--- config.mk ---
export PLATFORM = sky130hd
export DESIGN_NAME = ca_rule_scheduler
export DESIGN_NICKNAME = d
export VERILOG_FILES = /design/src/rtl/ca_pkg.sv /design/src/rtl/ca_rule_table.sv /design/src/rtl/ca_rule_scheduler.sv
export SDC_FILE = /design/constraint.sdc
export NUM_CORES = 1
export LEC_CHECK = 0
export CORE_MARGIN = 3
export CORE_UTILIZATION = 44
export CTS_BUF_LIST = sky130_fd_sc_hd__clkbuf_4
export DETAILED_ROUTE_END_ITERATION = 10
export GPL_ROUTABILITY_DRIVEN = 0
export GPL_TIMING_DRIVEN = 0
export PLACE_DENSITY = 0.63
export SLEW_MARGIN = 25
export SYNTH_ARGS = -nofsm -noshare
export SYNTH_HDL_FRONTEND = slang
export SYNTH_HIERARCHICAL = 1
export SYNTH_SLANG_ARGS = --single-unit
--- constraint.sdc ---
create_clock -name clk -period 5.8 [get_ports clk]
set_input_delay 1.16 -clock clk [delete_from_list [all_inputs] [get_ports clk]]
set_output_delay 1.16 -clock clk [all_outputs]
set_load 0.05 [all_outputs]
--- src/rtl/ca_pkg.sv ---
// Shared definitions for the cellular-automaton rule scheduler: default rule
// list, frame geometry and the commit FSM state encoding.
package ca_pkg;

   localparam int ROWS_PER_FRAME = 120;
   localparam int DEFAULT_RULE_COUNT = 8;

   typedef enum logic {
      ST_RUN    = 1'b0,
      ST_COMMIT = 1'b1
   } state_t;

   // Power-on rule list; slots beyond the list repeat it.
   function automatic logic [7:0] default_rule(input int k);
      logic [7:0] r;
      case (k % DEFAULT_RULE_COUNT)
         0:       r = 8'd30;
         1:       r = 8'd110;
         2:       r = 8'd22;
         3:       r = 8'd73;
         4:       r = 8'd90;
         5:       r = 8'd146;
         6:       r = 8'd105;
         default: r = 8'd102;
      endcase
      return r;
   endfunction

endpackage

--- src/rtl/ca_rule_table.sv ---
// Double-buffered rule storage: cfg writes land in shadow, the scheduler copies
// shadow entries into active one slot at a time, and the display reads active.
module ca_rule_table
   import ca_pkg::*;
#(
   parameter int NUM_RULES = 8
) (
   input  logic       clk,
   input  logic       rst_n,
   input  logic       wr_en,
   input  logic [2:0] wr_addr,
   input  logic [7:0] wr_data,
   input  logic       copy_en,
   input  logic [2:0] copy_addr,
   input  logic [2:0] rd_addr,
   output logic [7:0] rd_data
);

   logic [7:0] shadow [NUM_RULES];
   logic [7:0] active [NUM_RULES];

   // Both banks return to the defaults so a reset mid-copy leaves nothing half-committed.
   always_ff @(posedge clk or negedge rst_n) begin
      if (!rst_n) begin
         for (int k = 0; k < NUM_RULES; k++) begin
            shadow[k] <= default_rule(k);
            active[k] <= default_rule(k);
         end
      end else begin
         if (wr_en)
            shadow[wr_addr] <= wr_data;
         if (copy_en)
            active[copy_addr] <= shadow[copy_addr];
      end
   end

   assign rd_data = active[rd_addr];

endmodule

--- src/rtl/ca_rule_scheduler.sv ---
// Selects the Wolfram rule for each displayed cell row from the generation
// counter, scrolls one row per frame, and commits rule edits during blanking.
module ca_rule_scheduler #(
   parameter int NUM_RULES      = 8,
   parameter int ROWS_PER_FRAME = ca_pkg::ROWS_PER_FRAME,
   parameter int GEN_W          = 11
) (
   input  logic       clk,
   input  logic       rst_n,
   input  logic       row_tick,
   input  logic       frame_tick,
   input  logic       pause,
   input  logic       seed_req,
   input  logic       cfg_valid,
   input  logic [2:0] cfg_addr,
   input  logic [7:0] cfg_data,
   output logic       cfg_ready,
   output logic [7:0] rule_o,
   output logic [5:0] color_o,
   output logic [2:0] rule_idx_o,
   output logic       seed_o,
   output logic       busy_o
);
   import ca_pkg::*;

   // Adding this per frame nets one row of upward scroll after ROWS_PER_FRAME row ticks.
   localparam logic [GEN_W-1:0] SCROLL_ADD = GEN_W'(1 - ROWS_PER_FRAME);
   localparam logic [2:0]       LAST_SLOT  = 3'(NUM_RULES - 1);

   state_t           state, state_nxt;
   logic             dirty;
   logic             go_commit;
   logic             copy_en;
   logic             accept;
   logic [2:0]       copy_idx;
   logic [GEN_W-1:0] gen_cnt;
   logic [2:0]       gen_idx;
   logic [7:0]       active_rule;

   always_comb begin
      state_nxt = state;
      cfg_ready = 1'b0;
      busy_o    = 1'b0;
      go_commit = 1'b0;
      copy_en   = 1'b0;
      case (state)
         ST_RUN: begin
            cfg_ready = 1'b1;
            if (frame_tick && (dirty || cfg_valid)) begin
               go_commit = 1'b1;
               state_nxt = ST_COMMIT;
            end
         end
         ST_COMMIT: begin
            busy_o  = 1'b1;
            copy_en = 1'b1;
            if (copy_idx == LAST_SLOT)
               state_nxt = ST_RUN;
         end
         default: state_nxt = ST_RUN;
      endcase
   end

   assign accept = cfg_valid && cfg_ready;

   always_ff @(posedge clk or negedge rst_n) begin
      if (!rst_n) begin
         state    <= ST_RUN;
         dirty    <= 1'b0;
         copy_idx <= '0;
      end else begin
         state <= state_nxt;
         if (go_commit)
            dirty <= 1'b0;
         else if (accept)
            dirty <= 1'b1;
         copy_idx <= (state == ST_COMMIT) ? copy_idx + 3'd1 : 3'd0;
      end
   end

   // Frame scroll wins over a coincident row tick.
   always_ff @(posedge clk or negedge rst_n) begin
      if (!rst_n)
         gen_cnt <= '0;
      else if (!pause) begin
         if (frame_tick)
            gen_cnt <= gen_cnt + SCROLL_ADD;
         else if (row_tick)
            gen_cnt <= gen_cnt + 1'b1;
      end
   end

   always_ff @(posedge clk or negedge rst_n) begin
      if (!rst_n)
         seed_o <= 1'b1;
      else if (seed_req)
         seed_o <= 1'b1;
      else if (frame_tick)
         seed_o <= 1'b0;
   end

   assign gen_idx = gen_cnt[GEN_W-1 -: 3];

   ca_rule_table #(
      .NUM_RULES (NUM_RULES)
   ) u_table (
      .clk       (clk),
      .rst_n     (rst_n),
      .wr_en     (accept),
      .wr_addr   (cfg_addr),
      .wr_data   (cfg_data),
      .copy_en   (copy_en),
      .copy_addr (copy_idx),
      .rd_addr   (gen_idx),
      .rd_data   (active_rule)
   );

   always_ff @(posedge clk or negedge rst_n) begin
      if (!rst_n) begin
         rule_idx_o <= '0;
         rule_o     <= default_rule(0);
      end else begin
         rule_idx_o <= gen_idx;
         rule_o     <= active_rule;
      end
   end

   assign color_o = rule_o[6:1];

endmodule
==> results.txt <==
The number of filler cells placed in the layout was 1355. The critical path is of the flip-flop to output pin type. For the leftover overflow at the end of global routing, the log shows 0.

The die extent in x is 133 µm. The library cell used most frequently in the layout, excluding fill and tap cells, is sky130_fd_sc_hd__dfrtp_1. In the final layout, the multi-input gates occupy 0.00288 mm². For the initial core utilization, the log shows 45.7%.

The total number of placement rows is 45, and the slack of the critical path is 2.59 ns. Count of antenna-violating nets left after detailed routing: 0. The number of endpoints failing setup at the final stage came out at 0. The startpoint identified for the worst register-to-register timing path is state$_DFF_PN0_. At the worst endpoint, the arrival time is 2.05 ns.

The worst hold path begins at gen_cnt[9]$_DFFE_PN0P_. Number of post-CTS setup repair buffers: 0. The logs give 531 for the number of instances in the synthesized netlist and 0 for the number of pins with negative max-slew slack in the final report. The tools report the smallest hold slack as 0.454 ns. The number of cells traversed by the worst hold path was 0; the number of clock sinks seen by CTS was 156.

Setup repair after global routing left no endpoint under its margin. Measured in cells, the most critical reg-to-reg path has a length of 5. The total count of hold-check failures in the final report came out at 0. In the routed design, unresolved DRC markers number 0.

The count of buffers added on input and output ports is 34. The worst setup path is captured at an output pin. The final routed wire length divided by cell count was 17.4 µm; the mean cell area of the mapped netlist was 13.3 µm². Synthesis inferred 156 register bits. The region available for standard cell placement spans 0.0155 mm². The routed design could run at a clock period as short as 3.21 ns. Of the cells placed in the final design, the portion with a size suffix greater than 1 is 38.0%. After clock tree synthesis, the clock-pin slew on the worst setup and hold paths is 0.13 ns. Once the clock tree was built, the resizer swapped 0 gates to a different size. In this run the vertical extent of the chip is 133 µm. The library cells used most frequently in the layout, excluding fill and tap cells, are sky130_fd_sc_hd__dfrtp_1, sky130_fd_sc_hd__mux2_2, sky130_fd_sc_hd__dfstp_2, sky130_fd_sc_hd__nand2_1, sky130_fd_sc_hd__nor2_1. The count of hold-fix buffers inserted at cts came out at 0. The startpoint type of the worst setup path is a flip-flop. The worst register-to-register path ends at u_table/shadow[29]$_DFFE_PN0P_. Of all nets on the critical path, the largest fanout is 13.

The area growth from synthesis to layout is 14.0%. For this run, the leading register cell type out of synthesis is sky130_fd_sc_hd__dfrtp_1. Areal power density over the cells: 602 mW/mm². The first global-routing pass estimated 23.4 mm of wire.

For the worst setup path, the data required time is 4.64 ns. 38 I/O pins were placed. The detailed router finished its first iteration with 145 violations.

In this run the register-to-register setup slack is 3.31 ns. The via total after detailed routing came out at 4317. The final wirelength came out at 14.1 mm. The run finished with clean final reports. Of all flip-flops after synthesis, the portion carrying an async set or reset was 100%. TritonCTS created 17 clock buffers. Counting along the longest clock path gives a buffer depth of 2.

Across the VDD grid, the largest voltage drop is 0.301 mV. The tools report the length of the first detailed-routing pass in iterations as 5. Dividing the detail-routed via count by the number of cells gives 5.34. The cell sitting at the root of the clock tree is a sky130_fd_sc_hd__clkbuf_4. The net count reported at finish was 610; the HPWL reported at the end of detailed placement was 9.63 mm.

Worst hold path endpoint: rule_idx_o[1]$_DFF_PN0_. Between clock sinks in the finished design, the worst skew comes to 0.0142 ns. The number of warnings reported in the yosys synthesis log was 6. For the pin with the worst max-slew slack, the measured transition is 0.988 ns. Of the available clock period, the critical path in the final layout requires 55.4%. In this run the number of H-tree levels came out at 4.

The cell area that synthesis handed to floorplanning was 0.00708 mm². Headroom to the max-slew limit came out at 33.9%. Global routing used 16.8% of the available tracks across all layers. Class of the tightest hold or removal check: flip-flop to flip-flop. The floorplan step defined a die boundary enclosing 0.0177 mm².

The number of distinct standard cells referenced by the synthesized netlist came out at 45. Max-cap violations in this run came to 0. Sequential-to-total area share from yosys stat: 56.3%.

The net count of the mapped netlist was 556. 0 antenna diodes ended up in the layout. For the number of global-route vias before repair, the log shows 4514.

TritonCTS built the clock tree. The number of antenna violations at the first check in global routing is 0, and the pre-CTS setup slack is 2.18 ns. The number of synthesized flops with an enable pin is 0.

The source-to-sink clock delay at the later pin of the worst-skew pair was 0.53 ns. Entering global routing, the biggest net connects 100 pins. The standby leakage power came out at 3.39 nW. Summing all flip-flop and latch instances after layout gives 0.00399 mm². The peak clock frequency supported by timing came out at 0.311 GHz.
==> cell families (layout without fill, tap and decap cells) <==
group / after synthesis / after routing / share of synthesized area, %
DFF: 156 / 156 / 56.3
and+or+nand+nor: 109 / 109 / 7.75
adders and majority gates: 7 / 7 / 1.24
xor gates and xnor gates: 9 / 9 / 1.11
muxes: 130 / 130 / 23.9
AOI/OAI and AO/OA: 83 / 83 / 6.62
buffers and inverters: 37 / 104 / 3.13
==> routing by layer <==
metal  vias to the layer above  global-route usage, %  share of wire, %
met3                         8                   4.37               3.3
met1                      2228                   22.1                46
met5                         -                      0                 0
li1                       2016                      -                 -
met2                        65                   28.0                50
met4                         0                   3.93              0.66
==> flip-flops by register name, indices dropped and copies added, names as in the netlist <==
register and count:
state 1, dirty 1, u_table/shadow 64, rule_idx_o 3, seed_o 1, u_table/active 64, copy_idx 3, rule_o 8
gen_cnt 11
==> where the power goes <==
group	leakage, nW	internal [W]	total, W	switching, W
clock network	0.192	0.000422	0.000793	0.000371
registers	1.83	0.00173	0.00200	0.000272
logic	1.37	0.000960	0.00207	0.00111
==> worst max-delay path by stage <==
stage,from,end,slack (ns),cells after the start
4_1_cts,state$_DFF_PN0_,cfg_ready,2.52,2
3_5_place_dp,cfg_valid,u_table/shadow[29]$_DFFE_PN0P_,2.18,6
3_3_place_gp,rst_n,u_table/shadow[26]$_DFFE_PN0P_,-2.38,1
5_1_grt,state$_DFF_PN0_,cfg_ready,2.44,2
2_1_floorplan,cfg_valid,u_table/shadow[24]$_DFFE_PN0P_,3.21,5
6_report,state$_DFF_PN0_,cfg_ready,2.59,2
==> worst max-delay path, cell delays in order, from the launching register on <==
cell and delay, ns:
sky130_fd_sc_hd__dfrtp_1 0.52, sky130_fd_sc_hd__inv_1 0.18, sky130_fd_sc_hd__clkdlybuf4s50_1 0.82
==> final cells by class <==
class                           instances  area share [%]
Tap cell                              211            3.27
Inverter                                2          0.0930
Timing Repair Buffer                   35            4.62
Clock buffer                           17            1.58
Buffer                                 35            2.65
Multi-Input combinational cell        338            35.6
Sequential cell                       156            49.4
Clock inverter                         15            2.80
==> metrics by stage <==
step	area, µm²	std cells	TNS, ns	total power, W	utilization (%)
2_1_floorplan	7080	531	0	0.00354	-
6_report	8070	809	0	0.00486	52.1
4_1_cts	8070	809	0	0.00491	52.1
3_3_place_gp	7690	776	-247.70	0.00402	49.6
5_1_grt	8070	809	0	0.00519	52.1
3_5_place_dp	7720	777	0	0.00411	49.9
==> synthesized netlist by cell type (2+ instances only) <==
master	n	area (µm²)
sky130_fd_sc_hd__nor2_1	37	139
sky130_fd_sc_hd__dfrtp_1	91	2280
sky130_fd_sc_hd__nand2b_1	2	12.5
sky130_fd_sc_hd__nand4b_1	6	52.6
sky130_fd_sc_hd__nor3b_2	2	25.0
sky130_fd_sc_hd__mux2i_1	34	340
sky130_fd_sc_hd__a31oi_1	3	18.8
sky130_fd_sc_hd__xor2_1	4	35.0
sky130_fd_sc_hd__buf_6	2	22.5
sky130_fd_sc_hd__dfstp_2	65	1710
sky130_fd_sc_hd__xnor2_1	5	43.8
sky130_fd_sc_hd__buf_2	6	30.0
sky130_fd_sc_hd__o21ai_0	4	20.0
sky130_fd_sc_hd__mux2_2	72	811
sky130_fd_sc_hd__nand4_1	4	25.0
sky130_fd_sc_hd__buf_8	3	45.0
sky130_fd_sc_hd__buf_1	2	7.51
sky130_fd_sc_hd__and2_1	2	12.5
sky130_fd_sc_hd__and3_2	2	15.0
sky130_fd_sc_hd__nor4bb_1	2	20.0
sky130_fd_sc_hd__a21oi_1	30	150
sky130_fd_sc_hd__a21oi_2	4	35.0
sky130_fd_sc_hd__nand2_1	42	158
sky130_fd_sc_hd__nor3_2	2	20.0
sky130_fd_sc_hd__nand3_1	2	10.0
sky130_fd_sc_hd__mux4_2	24	541
sky130_fd_sc_hd__clkbuf_1	15	56.3
sky130_fd_sc_hd__ha_1	7	87.6
sky130_fd_sc_hd__o21ai_1	34	170
sky130_fd_sc_hd__a21o_1	2	15.0
sky130_fd_sc_hd__buf_4	7	52.6
Note: power is estimated with default switching activity, not from simulation.
